### src/rtl/riscv_hazard_unit_if.sv
// ============================================================================
// Module  : riscv_hazard_unit_if
// Purpose : Pipeline-side bundle for riscv_hazard_unit (register indices,
//           write enables, branch resolution, forwarding/stall/flush controls).
//           RISCV_HAZARD_PERF_EN adds the stall/flush performance counters.
// Revision: 1.0  initial release
// ============================================================================
`default_nettype none

interface riscv_hazard_unit_if #(
    parameter int INDEX = 5
`ifdef RISCV_HAZARD_PERF_EN
    ,
    parameter int CNT_W = 32
`endif
);
    logic             id_valid_in;
    logic [INDEX-1:0] id_rs1_in;
    logic [INDEX-1:0] id_rs2_in;
    logic [INDEX-1:0] ex_rs1_in;
    logic [INDEX-1:0] ex_rs2_in;
    logic [INDEX-1:0] ex_rd_in;
    logic             ex_mem_read_in;
    logic [INDEX-1:0] mem_rd_in;
    logic             mem_reg_write_in;
    logic [INDEX-1:0] wb_rd_in;
    logic             wb_reg_write_in;
    logic             branch_taken_in;
    logic [1:0]       fwd_a_out;
    logic [1:0]       fwd_b_out;
    logic             stall_pc_out;
    logic             stall_ifid_out;
    logic             bubble_idex_out;
    logic             flush_ifid_out;
    logic             flush_idex_out;
    logic             flush_exmem_out;
`ifdef RISCV_HAZARD_PERF_EN
    logic [CNT_W-1:0] stall_cnt_out;
    logic [CNT_W-1:0] flush_cnt_out;
`endif

    // Pipeline side: supplies stage state, consumes hazard controls
    modport master (
`ifdef RISCV_HAZARD_PERF_EN
        input  stall_cnt_out, flush_cnt_out,
`endif
        output id_valid_in, id_rs1_in, id_rs2_in, ex_rs1_in, ex_rs2_in, ex_rd_in,
        output ex_mem_read_in, mem_rd_in, mem_reg_write_in, wb_rd_in, wb_reg_write_in,
        output branch_taken_in,
        input  fwd_a_out, fwd_b_out, stall_pc_out, stall_ifid_out, bubble_idex_out,
        input  flush_ifid_out, flush_idex_out, flush_exmem_out
    );

    modport slave (
`ifdef RISCV_HAZARD_PERF_EN
        output stall_cnt_out, flush_cnt_out,
`endif
        input  id_valid_in, id_rs1_in, id_rs2_in, ex_rs1_in, ex_rs2_in, ex_rd_in,
        input  ex_mem_read_in, mem_rd_in, mem_reg_write_in, wb_rd_in, wb_reg_write_in,
        input  branch_taken_in,
        output fwd_a_out, fwd_b_out, stall_pc_out, stall_ifid_out, bubble_idex_out,
        output flush_ifid_out, flush_idex_out, flush_exmem_out
    );
endinterface

`default_nettype wire

### src/rtl/riscv_hazard_unit.sv
// ============================================================================
// Module  : riscv_hazard_unit
// Purpose : EX operand forwarding, LOAD_LAT-cycle load-use stall and taken-branch
//           squash for the 5-stage pipeline. Optional RISCV_HAZARD_PERF_EN adds
//           saturating stall/flush cycle counters.
// Revision: 1.0  initial release
// ============================================================================
`default_nettype none

module riscv_hazard_unit #(
    parameter int INDEX    = 5,
    parameter int LOAD_LAT = 1
`ifdef RISCV_HAZARD_PERF_EN
    ,
    parameter int CNT_W    = 32
`endif
) (
    input  wire logic          clk_in,
    input  wire logic          rst_in,
    riscv_hazard_unit_if.slave bus
);
    localparam int CW = (LOAD_LAT > 1) ? $clog2(LOAD_LAT + 1) : 1;

    typedef enum logic [0:0] {
        RUN   = 1'b0,
        STALL = 1'b1
    } state_t;

    state_t        state;
    state_t        state_nxt;
    logic [CW-1:0] cnt;
    logic [CW-1:0] cnt_nxt;
    logic          luh;
    logic          stall;
    logic          flush;
    logic [1:0]    fwd_a;
    logic [1:0]    fwd_b;

    function automatic logic [1:0] fwd_sel(
        input logic [INDEX-1:0] rs,
        input logic [INDEX-1:0] mem_rd,
        input logic             mem_wr,
        input logic [INDEX-1:0] wb_rd,
        input logic             wb_wr
    );
        logic [1:0] sel;
        sel = 2'b00;
        if (mem_wr && (mem_rd != '0) && (mem_rd == rs)) begin
            sel = 2'b10;
        end else if (wb_wr && (wb_rd != '0) && (wb_rd == rs)) begin
            sel = 2'b01;
        end
        return sel;
    endfunction

    always_comb begin
        fwd_a = fwd_sel(bus.ex_rs1_in, bus.mem_rd_in, bus.mem_reg_write_in,
                        bus.wb_rd_in, bus.wb_reg_write_in);
        fwd_b = fwd_sel(bus.ex_rs2_in, bus.mem_rd_in, bus.mem_reg_write_in,
                        bus.wb_rd_in, bus.wb_reg_write_in);
    end

    assign luh = bus.ex_mem_read_in && (bus.ex_rd_in != '0) && bus.id_valid_in &&
                 ((bus.ex_rd_in == bus.id_rs1_in) || (bus.ex_rd_in == bus.id_rs2_in));

    always_ff @(posedge clk_in or negedge rst_in) begin
        if (!rst_in) begin
            state <= RUN;
            cnt   <= '0;
        end else begin
            state <= state_nxt;
            cnt   <= cnt_nxt;
        end
    end

    // A taken branch squashes everything younger, including an in-flight stall
    always_comb begin
        state_nxt = state;
        cnt_nxt   = cnt;
        stall     = 1'b0;
        flush     = 1'b0;
        if (bus.branch_taken_in) begin
            flush     = 1'b1;
            state_nxt = RUN;
            cnt_nxt   = '0;
        end else begin
            case (state)
                RUN: begin
                    if (luh) begin
                        stall = 1'b1;
                        if (LOAD_LAT > 1) begin
                            state_nxt = STALL;
                            cnt_nxt   = CW'(LOAD_LAT - 1);
                        end
                    end
                end
                STALL: begin
                    stall   = 1'b1;
                    cnt_nxt = cnt - CW'(1);
                    if (cnt == CW'(1)) begin
                        state_nxt = RUN;
                    end
                end
                default: begin
                    state_nxt = RUN;
                    cnt_nxt   = '0;
                end
            endcase
        end
    end

    // Every output, combinational forwarding included, is held low during reset
    assign bus.fwd_a_out       = rst_in ? fwd_a : 2'b00;
    assign bus.fwd_b_out       = rst_in ? fwd_b : 2'b00;
    assign bus.stall_pc_out    = rst_in & stall;
    assign bus.stall_ifid_out  = rst_in & stall;
    assign bus.bubble_idex_out = rst_in & stall;
    assign bus.flush_ifid_out  = rst_in & flush;
    assign bus.flush_idex_out  = rst_in & flush;
    assign bus.flush_exmem_out = rst_in & flush;

`ifdef RISCV_HAZARD_PERF_EN
    logic [CNT_W-1:0] stall_cnt;
    logic [CNT_W-1:0] flush_cnt;

    always_ff @(posedge clk_in or negedge rst_in) begin
        if (!rst_in) begin
            stall_cnt <= '0;
            flush_cnt <= '0;
        end else begin
            if (stall && (stall_cnt != '1)) begin
                stall_cnt <= stall_cnt + CNT_W'(1);
            end
            if (flush && (flush_cnt != '1)) begin
                flush_cnt <= flush_cnt + CNT_W'(1);
            end
        end
    end

    assign bus.stall_cnt_out = stall_cnt;
    assign bus.flush_cnt_out = flush_cnt;
`endif

endmodule

`default_nettype wire

### src/flat_wrapper.sv
// flat-port wrapper written by rule: the top's interface ports become plain ports
module riscv_hazard_unit_flat 
#(
    parameter int INDEX    = 5,
    parameter int LOAD_LAT = 1

)
  (clk_in, rst_in, bus_id_valid_in, bus_id_rs1_in, bus_id_rs2_in, bus_ex_rs1_in, bus_ex_rs2_in, bus_ex_rd_in, bus_ex_mem_read_in, bus_mem_rd_in, bus_mem_reg_write_in, bus_wb_rd_in, bus_wb_reg_write_in, bus_branch_taken_in, bus_fwd_a_out, bus_fwd_b_out, bus_stall_pc_out, bus_stall_ifid_out, bus_bubble_idex_out, bus_flush_ifid_out, bus_flush_idex_out, bus_flush_exmem_out);
  riscv_hazard_unit_if #(.INDEX(INDEX)) bus_i ();
  input  wire logic clk_in;
  input  wire logic rst_in;
  input wire logic [$bits(bus_i.id_valid_in)-1:0] bus_id_valid_in;
  input wire logic [$bits(bus_i.id_rs1_in)-1:0] bus_id_rs1_in;
  input wire logic [$bits(bus_i.id_rs2_in)-1:0] bus_id_rs2_in;
  input wire logic [$bits(bus_i.ex_rs1_in)-1:0] bus_ex_rs1_in;
  input wire logic [$bits(bus_i.ex_rs2_in)-1:0] bus_ex_rs2_in;
  input wire logic [$bits(bus_i.ex_rd_in)-1:0] bus_ex_rd_in;
  input wire logic [$bits(bus_i.ex_mem_read_in)-1:0] bus_ex_mem_read_in;
  input wire logic [$bits(bus_i.mem_rd_in)-1:0] bus_mem_rd_in;
  input wire logic [$bits(bus_i.mem_reg_write_in)-1:0] bus_mem_reg_write_in;
  input wire logic [$bits(bus_i.wb_rd_in)-1:0] bus_wb_rd_in;
  input wire logic [$bits(bus_i.wb_reg_write_in)-1:0] bus_wb_reg_write_in;
  input wire logic [$bits(bus_i.branch_taken_in)-1:0] bus_branch_taken_in;
  output wire logic [$bits(bus_i.fwd_a_out)-1:0] bus_fwd_a_out;
  output wire logic [$bits(bus_i.fwd_b_out)-1:0] bus_fwd_b_out;
  output wire logic [$bits(bus_i.stall_pc_out)-1:0] bus_stall_pc_out;
  output wire logic [$bits(bus_i.stall_ifid_out)-1:0] bus_stall_ifid_out;
  output wire logic [$bits(bus_i.bubble_idex_out)-1:0] bus_bubble_idex_out;
  output wire logic [$bits(bus_i.flush_ifid_out)-1:0] bus_flush_ifid_out;
  output wire logic [$bits(bus_i.flush_idex_out)-1:0] bus_flush_idex_out;
  output wire logic [$bits(bus_i.flush_exmem_out)-1:0] bus_flush_exmem_out;
  assign bus_i.id_valid_in = bus_id_valid_in;
  assign bus_i.id_rs1_in = bus_id_rs1_in;
  assign bus_i.id_rs2_in = bus_id_rs2_in;
  assign bus_i.ex_rs1_in = bus_ex_rs1_in;
  assign bus_i.ex_rs2_in = bus_ex_rs2_in;
  assign bus_i.ex_rd_in = bus_ex_rd_in;
  assign bus_i.ex_mem_read_in = bus_ex_mem_read_in;
  assign bus_i.mem_rd_in = bus_mem_rd_in;
  assign bus_i.mem_reg_write_in = bus_mem_reg_write_in;
  assign bus_i.wb_rd_in = bus_wb_rd_in;
  assign bus_i.wb_reg_write_in = bus_wb_reg_write_in;
  assign bus_i.branch_taken_in = bus_branch_taken_in;
  assign bus_fwd_a_out = bus_i.fwd_a_out;
  assign bus_fwd_b_out = bus_i.fwd_b_out;
  assign bus_stall_pc_out = bus_i.stall_pc_out;
  assign bus_stall_ifid_out = bus_i.stall_ifid_out;
  assign bus_bubble_idex_out = bus_i.bubble_idex_out;
  assign bus_flush_ifid_out = bus_i.flush_ifid_out;
  assign bus_flush_idex_out = bus_i.flush_idex_out;
  assign bus_flush_exmem_out = bus_i.flush_exmem_out;
  riscv_hazard_unit #(.INDEX(INDEX), .LOAD_LAT(LOAD_LAT)) u_core (.clk_in(clk_in), .rst_in(rst_in), .bus(bus_i));
endmodule
### config.mk
export PLATFORM = sky130hd
export DESIGN_NAME = riscv_hazard_unit_flat
export DESIGN_NICKNAME = d
export VERILOG_FILES = /design/src/rtl/riscv_hazard_unit_if.sv /design/src/rtl/riscv_hazard_unit.sv /design/src/flat_wrapper.sv
export SDC_FILE = /design/constraint.sdc
export NUM_CORES = 1
export LEC_CHECK = 0
export ABC_AREA = 1
export CORE_UTILIZATION = 35
export DETAILED_ROUTE_END_ITERATION = 10
export GPL_TIMING_DRIVEN = 1
export PLACE_DENSITY_LB_ADDON = 0.25
export SYNTH_ARGS = -nofsm -noshare
export SYNTH_HDL_FRONTEND = slang
export SYNTH_SLANG_ARGS = --single-unit
### constraint.sdc
create_clock -name clk_in -period 1.38 [get_ports clk_in]
set_input_delay 0.207 -clock clk_in [delete_from_list [all_inputs] [get_ports clk_in]]
set_output_delay 0.207 -clock clk_in [all_outputs]
set_load 0.02 [all_outputs]
# ---- Word level (Yosys, flattened, before mapping)
# Index checks and enable logic that the tools add are counted.
dict set report op_classes {
  add_sub_neg 1
  multipliers 0
  n_div 0
  order_cmp 0
  n_eq_ne 6
  shift 0
  n_mux 15
  n_bitwise 3
  reduce_logical 14
}
# op count
set ops {}
lappend ops {{$eq A5 B5 Y1} 6}
lappend ops {{$reduce_bool A5 Y1} 3}
lappend ops {{$mux W1} 10}
lappend ops {{$logic_and A1 B1 Y1} 9}
lappend ops {{$mux W2} 4}
lappend ops {{$and A1 B1 Y1} 2}
lappend ops {{$pmux W1 S2} 1}
lappend ops {{$reduce_bool A2 Y1} 1}
lappend ops {{$logic_or A1 B1 Y1} 1}
lappend ops {{$not A1 Y1} 1}
lappend ops {{$sub A1 B1 Y1 const B} 1}
dict set report totals {
  register_bits 2
  latch_bits 0
  ram_bits 0
  mem_bits_ro 0
  out_inout_bits 10
  n_memories 0
}

# ---- Logic depth before layout (Yosys ltp)
dict set report logic_depth {
  word_depth 8
  ltp_mapped 9
}

# ---- Worst setup path before layout
# OpenSTA, ideal clock, no wires.
dict set report synth_timing {
  path_kind {input to output}
  startpoint {in bus_ex_rd_in[2]}
  endpoint {out bus_stall_ifid_out}
  t_arrival_ns 1.088
  required_time_ns 1.173
  setup_slack_ns 0.085
  stages 9
  cell_sequence {inv_1 > nand2_1 > nand2_1 > nor2_1 > nand3_1 > nand2_1 > nand2_1 > a21oi_2 > buf_4}
}
dict set report synth_via {
  elab_chain_len 8
  word_cells_on_any_way 11
  classes_between {eq/ne: 2; mux: 3; bitwise: 1; reduce/logical: 5}
}
# element line_no
set synth_rtl {}
lappend synth_rtl {{start: declaration} flat_wrapper.sv:17} ;# input wire logic [$bits(bus_i.ex_rd_in)-1:0] bus_ex_rd_in;
lappend synth_rtl {{$reduce_bool A5 Y1} riscv_hazard_unit.sv:63} ;# assign luh = bus.ex_mem_read_in && (bus.ex_rd_in != '0) && bus.id_valid_in &&
lappend synth_rtl {{$logic_and A1 B1 Y1 (2 in a row)} riscv_hazard_unit.sv:63}
lappend synth_rtl {{$logic_and A1 B1 Y1 *} riscv_hazard_unit.sv:63}
lappend synth_rtl {{$mux W1 *} riscv_hazard_unit.sv:89} ;# if (luh) begin
lappend synth_rtl {{$pmux W1 S2 *} riscv_hazard_unit.sv:87} ;# case (state)
lappend synth_rtl {{$mux W1 *} riscv_hazard_unit.sv:82} ;# if (bus.branch_taken_in) begin
lappend synth_rtl {{$and A1 B1 Y1 *} -}
lappend synth_rtl {{end: declaration} flat_wrapper.sv:27} ;# output wire logic [$bits(bus_i.stall_ifid_out)-1:0] bus_stall_ifid_out;
# Mark *: on every way between the ends. The rest lies on a longest branch, timed or not.

# ---- Final worst setup path
dict set report layout_timing {
  startpoint {in bus_ex_rs2_in[3]}
  endpoint {out bus_fwd_b_out[0]}
}
dict set report layout_via {
  elab_chain_len 5
  word_cells_on_any_way 7
  classes_between {eq/ne: 2; mux: 3; reduce/logical: 2}
}
# element line_no
set layout_rtl {}
lappend layout_rtl {{start: declaration} flat_wrapper.sv:16} ;# input wire logic [$bits(bus_i.ex_rs2_in)-1:0] bus_ex_rs2_in;
lappend layout_rtl {{$eq A5 B5 Y1} riscv_hazard_unit.sv:50} ;# end else if (wb_wr && (wb_rd != '0) && (wb_rd == rs)) begin
lappend layout_rtl {{$logic_and A1 B1 Y1} riscv_hazard_unit.sv:50}
lappend layout_rtl {{$mux W1} riscv_hazard_unit.sv:50}
lappend layout_rtl {{$mux W2 *} riscv_hazard_unit.sv:48} ;# if (mem_wr && (mem_rd != '0) && (mem_rd == rs)) begin
lappend layout_rtl {{$mux W2 *} riscv_hazard_unit.sv:114} ;# assign bus.fwd_b_out = rst_in ? fwd_b : 2'b00;
lappend layout_rtl {{end: declaration} flat_wrapper.sv:25} ;# output wire logic [$bits(bus_i.fwd_b_out)-1:0] bus_fwd_b_out;
# Marks and branches as above.

==> results.toml <==
[status]
outcome = "finished clean"

[timing]
fin_crit_sh_pct = 99.21
maxSlewViolCount = 0
fmax_ghz = 0.7304
worst_slew_pin_slew_ns = 0.2049
setup_viol = 0
fin_skew_ns = 0.004000
fin_tns_setup_ns = 0
rsz0062_at_grt = "yes"
finalCriticalPeriod_ns = 1.369
relSlewSlack_pct = 86.29
hold_ws_ns = 0.04486
hold_viol_final = 0

[synthesis]
synth_fp_nets = 157
syn_avg_cell_area_um2 = 5.505
syn_inst = 115
yosys.area.top_type = "xor2_1"
synth-seq-cells = 2
synth.top_cell.area_share_pct = 20.75
synth_cell_types = 17
yosys_warnings = 0
synthTopCellsByArea = "xor2_1, nand2_1, nor2_1, inv_1, xnor2_1"
yosysSeqAreaShare_pct = 7.905
syn_area_um2 = 633.1

[worst_setup_path]
crit_chain = "buf_2 -> xnor2_2 -> nand2_1 -> nor3_2 -> nand3_2 -> nor2b_4 -> buf_6"
arrival_ns = 1.16
max_stage_delay_ns = 0.22
critical_path.max_fanout = 2
path_delay_family = "simple AND/OR/NAND/NOR gates"
cp_slowest_cell = "nor3_2"
start_kind = "input pin"
path_class = "input pin to output port"
end_kind = "output port"
cp.required_ns = 1.17
crit_buf_inv = 2

[routing]
vias = 867
drtIter0Drc = 10
ant_nets = 0
drc = 0
wl_um = 2068
drt_first_pass_iters = 4
wire_per_inst_um = 10.61
viasPerCell = 4.446

[global_routing]
grt_util_met2_pct = 43.53
use_met3_pct = 2.449
met1_usage_pct = 22.95
grtUsageTotal_pct = 21.77
grt.busiest_layer = "met2"
antenna_found_initial = 0
grt_pass1_vias = 841
grt_pass1_wl_um = 3249
grt_max_degree = 6
globalRouteOverflowTotal = 0

[cts]
cts_sinks = 2
clockBufferDepth = 2
cts-root-buf = "clkbuf_4"
cts_tree = "built"
insertion_delay_ns = 0.22
numCtsBuffers = 3
clk_pin_slew_ns = 0.03
cts_max_level = 1

[placement]
hpwl_um = 1673
port_buffers = 51
gp_congestion = 0.8306
dpl_cell_area_um2 = 1182

[worst_hold_path]
min_path_type = "input pin to async pin"

[die]
die-area_um2 = 1983
fp.coreArea_um2 = 1708
fp.dieH_um = 44.53
rows = 15
ioPinCount = 52
fp.dieW_um = 44.53
start_util_pct = 37.07

[pwr]
power.leakage_nw = 0.6632
p_sw_share_pct = 37.86
internal_power_w = 0.0002890
p_clk_share_pct = 27.0
p_sw_w = 0.0001761
ir_worst_vdd_mv = 0.2042
combinationalPowerShare_pct = 60.3
pwr-share-seq_pct = 12.7
power.density_nw_per_um2 = 405.3

[layout]
fin_area_um2 = 1147
syn_to_final_growth_pct = 81.23
diodes = 0
nFillCells = 164
layout.nets = 214
drive_above_1_share_pct = 47.65

[run]
cap_violations = 0
final timing paths:
| check | to | cells after the start | slack [ns] | from |
|---|---|---|---|---|
| max | bus_fwd_b_out[0] | 7 | 0.01 | bus_ex_rs2_in[3] |
| min | u_core.cnt | 2 | 0.04 | rst_in |
| max in group asynchronous | u_core.state | 2 | 1.24 | rst_in |
| min in group clk_in | u_core.cnt | 3 | 0.30 | bus_branch_taken_in |
| max reg2reg | u_core.cnt | 2 | 0.51 | u_core.cnt |
| min reg2reg | u_core.state | 2 | 0.53 | u_core.cnt |
state kept, by name (all words and copies together) (netlist names):
name	count
u_core.cnt	1
u_core.state	1
area by class of cell:
type	instances	area [um2]	share of cell area (%)
clock buffers	3	22.52	1.963
flip-flops and latches	2	50.05	4.362
well taps	25	31.28	2.726
repair buffers	56	374.1	32.61
inverters	18	67.56	5.889
multi-input cells	91	601.8	52.45
kinds of logic (layout without fill, tap and decap cells):
family | count (synthesis) | after routing | synth area share, %
AO/OA/AOI/OAI | 6 | 6 | 5.336
AND/OR/NAND/NOR | 64 | 64 | 42.29
flip-flops | 2 | 2 | 7.905
buffers and inverters | 22 | 77 | 15.42
XOR/XNOR | 21 | 21 | 29.05
layout by cell type (no fill, tap or decap), drive strengths merged:
cell type	count
xor2	15
inv	18
dlymetal6s2s	2
clkbuf	12
nand3	8
buf	37
dlygate4sd2	5
dfrtp	2
or2	2
clkdlybuf4s15	3
xnor2	6
nand2	28
nor2b	2
a21oi	3
nor3	4
nor2	20
o21ai	3
Yosys cell counts:
master	n
nor2_1	20
nand2_2	1
xor2_1	15
nor3_1	4
xnor2_1	6
o21ai_0	2
nand3_1	8
nand2_1	27
buf_4	4
o21ai_1	1
inv_1	16
inv_2	2
a21oi_1	2
or2_2	2
nor2b_1	2
a21oi_2	1
dfrtp_1	2
power by group through the flow:
stage | sequential (W) | clock [W] | combinational, W
3_3_place_gp | 0.0000597 | 0 | 0.000289
4_1_cts | 0.0000591 | 0.000133 | 0.000266
5_1_grt | 0.0000590 | 0.000143 | 0.000308
3_5_place_dp | 0.0000597 | 0 | 0.000297
6_report | 0.0000591 | 0.000126 | 0.000280
2_1_floorplan | 0.0000597 | 0 | 0.000114
metal layers:
metal  wire length (um)  part of all wire [%]
met1                792                    38
met2               1178                    57
met3                 86                   4.2
met4                 10                  0.48
met5                  0                     0
metrics by stage:
stage          std cells  setup WS, ns  utilization [%]  power (W)
2_1_floorplan        115       0.08468                -  0.0001735
3_3_place_gp         192       -0.7909            69.23  0.0003490
3_5_place_dp         192       -0.8417            69.23  0.0003568
4_1_cts              195     -0.009181            66.59  0.0004589
5_1_grt              195      -0.07024            67.18  0.0005103
6_report             195       0.01088            67.18  0.0004650
timing repair:
| action | in CTS | in global routing |
|---|---|---|
| hold endpoints to repair | 0 | 0 |
| hold buffers | 0 | 0 |
| cloned | 0 | 0 |
| endpoints found under the setup margin | 10 | 8 |
| pin swaps | 39 | 26 |
| setup buffers | 0 | 0 |
| resized for setup | 168 | 42 |
(Power assumes the default switching activity.)
==> RTL edit (config.mk and constraints unchanged) <==
`LOAD_LAT` is set to 1 in 2 places; all go to 2.
--- a/src/rtl/riscv_hazard_unit.sv
+++ b/src/rtl/riscv_hazard_unit.sv
@@ -9,7 +9,7 @@
 
 module riscv_hazard_unit #(
     parameter int INDEX    = 5,
-    parameter int LOAD_LAT = 1
+    parameter int LOAD_LAT = 2
 `ifdef RISCV_HAZARD_PERF_EN
     ,
     parameter int CNT_W    = 32
--- a/src/flat_wrapper.sv
+++ b/src/flat_wrapper.sv
@@ -2,7 +2,7 @@
 module riscv_hazard_unit_flat 
 #(
     parameter int INDEX    = 5,
-    parameter int LOAD_LAT = 1
+    parameter int LOAD_LAT = 2
 
 )
   (clk_in, rst_in, bus_id_valid_in, bus_id_rs1_in, bus_id_rs2_in, bus_ex_rs1_in, bus_ex_rs2_in, bus_ex_rd_in, bus_ex_mem_read_in, bus_mem_rd_in, bus_mem_reg_write_in, bus_wb_rd_in, bus_wb_reg_write_in, bus_branch_taken_in, bus_fwd_a_out, bus_fwd_b_out, bus_stall_pc_out, bus_stall_ifid_out, bus_bubble_idex_out, bus_flush_ifid_out, bus_flush_idex_out, bus_flush_exmem_out);
Formal check against the unedited RTL: not equivalent (a bounded check fails within 4 cycles, from zero or initial values and one cycle with rst_in low).
==> RTL edit against the unedited design <==
- worst hold slack better by 0.0024 ns
- sequential cell count up 1
- worst setup slack improved by 0.020 ns
- clock skew fell by 0.0028 ns
- count of clock-buffer cells in the layout increased by 1
- via count rose by 13%
- cell count rose by 11%
- routed wire length grew 8.5%
- final area rose by 13%
- register-to-register slack got worse by 0.04 ns
- power up 20%
- area after synthesis increased by 14%
==> RTL edit: results (changes against the unedited design) <==
stage,metric,value,unit,change
logic_synthesis,synth_cells,131,,+14%
critical_path,r2r_setup_slack,0.47,ns,-0.04 ns
finish,fillCellCount,185,,+13%
place,dp_hpwl,1840,um,+10%
critical_path,worst_r2r_startpoint,u_core.cnt[0]$_DFFE_PN0P_,,
logic_synthesis,synthDistinctLibCells,16,,-1
grt,grt_max_degree,7,,+1
finish,layout.area.seq,75.1,sq um,+50%
routing,wl,2240,um,+8.5%
sta,skew,0.00124,ns,-0.00277 ns
logic_synthesis,ys_seq_area_share,10.4,%,+2.5 points
grt,grt_pass1_vias,900,,+7.0%
logic_synthesis,synth_seq_cells,3,,+1
run_status,status,finished clean,,
logic_synthesis,synthesis.nets,174,,+11%
logic_synthesis,syn_area,722,sq um,+14%
critical_path,r2r_cells,3,,+1
place,dp_cells,212,,+10%
finish,multi_input_area_share,47.2,%,-5.2 points
finish,clk_share,2.03,%,+0.066 points
grt,track_usage,20.2,%,-1.6 points
place,place_area,1290,sq um,+9.3%
critical_path,crit_path_start,bus_ex_rd_in[0],,
critical_path,critPathMaxFanout,5,,+3
routing,drt_iter0_markers,12,,+2
critical_path,critPathMaxStageDelay,0.18,ns,-0.04 ns
sta,hold_slack,0.0473,ns,+0.00241 ns
finish,reg.largest.list,"u_core.cnt x2, u_core.state x1",,
critical_path,r2r_end,u_core.cnt[1]$_DFFE_PN0P_,,
routing,vias,977,,+13%
logic_synthesis,yosys-top-cells-area,"nand2_1 21%, xnor2_1 18%, inv_1 12%",,
finish,clkbuf_count,4,,+1
finish,num-multi-input-gates,98,,+7.7%
pwr,p_leak,0.734,nW,+11%
finish,buffers,58,,+3.6%
logic_synthesis,ys_top_cells_by_count,"40 x nand2_1, 24 x inv_1, 15 x xnor2_1",,
critical_path,critical_path_arrival,1.14,ns,-0.02 ns
finish,fin_cells,216,,+11%
finish,buf_share,34.6,%,+2.0 points
grt,grt_pass1_wl,3310,um,+1.7%
finish,nNonClkInverters,26,,+8
sta,worstMarginPinSlew,0.206,ns,+0.00109 ns
pwr,ir_drop,0.000348,V,+71%
finish,drive_above_1_share,44.4,%,-3.2 points
place,gp_congestion,0.792,,-4.7%
-- RTL edit: cell types whose count changed after synthesis, moves of 2 or more --
cell and delta:
nand4_1 +2, xor2_1 -9, nand2_1 +13, nor2_1 -7, nor2b_1 -2, inv_1 +8, or2_2 -2, xnor2_1 +9
a21oi_1 +2
-- RTL edit: logic make-up (layout without fill, tap and decap cells) --
kind of cell,Yosys count,after routing,share of synthesized area (%)
simple gates,70,70,40.6
buf+inv,30,88,17.7
xor+xnor,21,21,25.5
compound gates,6,6,4.16
flops,3,3,10.4
fa+ha+maj,1,1,1.73
-- RTL edit: repair_timing --
item / 4_1_cts / 5_1_grt
hold buffers: 0 / 0
resized for setup: 187 / 47
endpoints found under the setup margin: 10 / 7
pin swaps: 48 / 34
-- RTL edit: report_power, final --
part           leakage [nW]  switching, W  internal [W]
Sequential           0.0416    0.00000173     0.0000915
Clock                0.0150     0.0000385      0.000108
Combinational         0.677      0.000156      0.000160
-- RTL edit: metal layers --
layer | wire length [um] | part of all wire (%) | vias up | track usage [%]
met1 | 848 | 38 | 435 | 21.4
li1 | - | - | 506 | -
met5 | 0 | 0 | - | 0
met4 | 0 | 0 | 0 | 5.71
met2 | 1260 | 56 | 36 | 40.0
met3 | 133 | 5.9 | 0 | 3.40
-- RTL edit: worst max path at each step --
stage / endpoint / slack, ns / cells past startpoint
6_report: bus_stall_ifid_out / 0.03 / 9
5_1_grt: bus_stall_ifid_out / -0.04 / 10
4_1_cts: bus_fwd_a_out[0] / 0.002 / 6
3_5_place_dp: bus_stall_ifid_out / -0.87 / 10
3_3_place_gp: bus_stall_ifid_out / -0.84 / 10
2_1_floorplan: bus_stall_ifid_out / 0.02 / 9
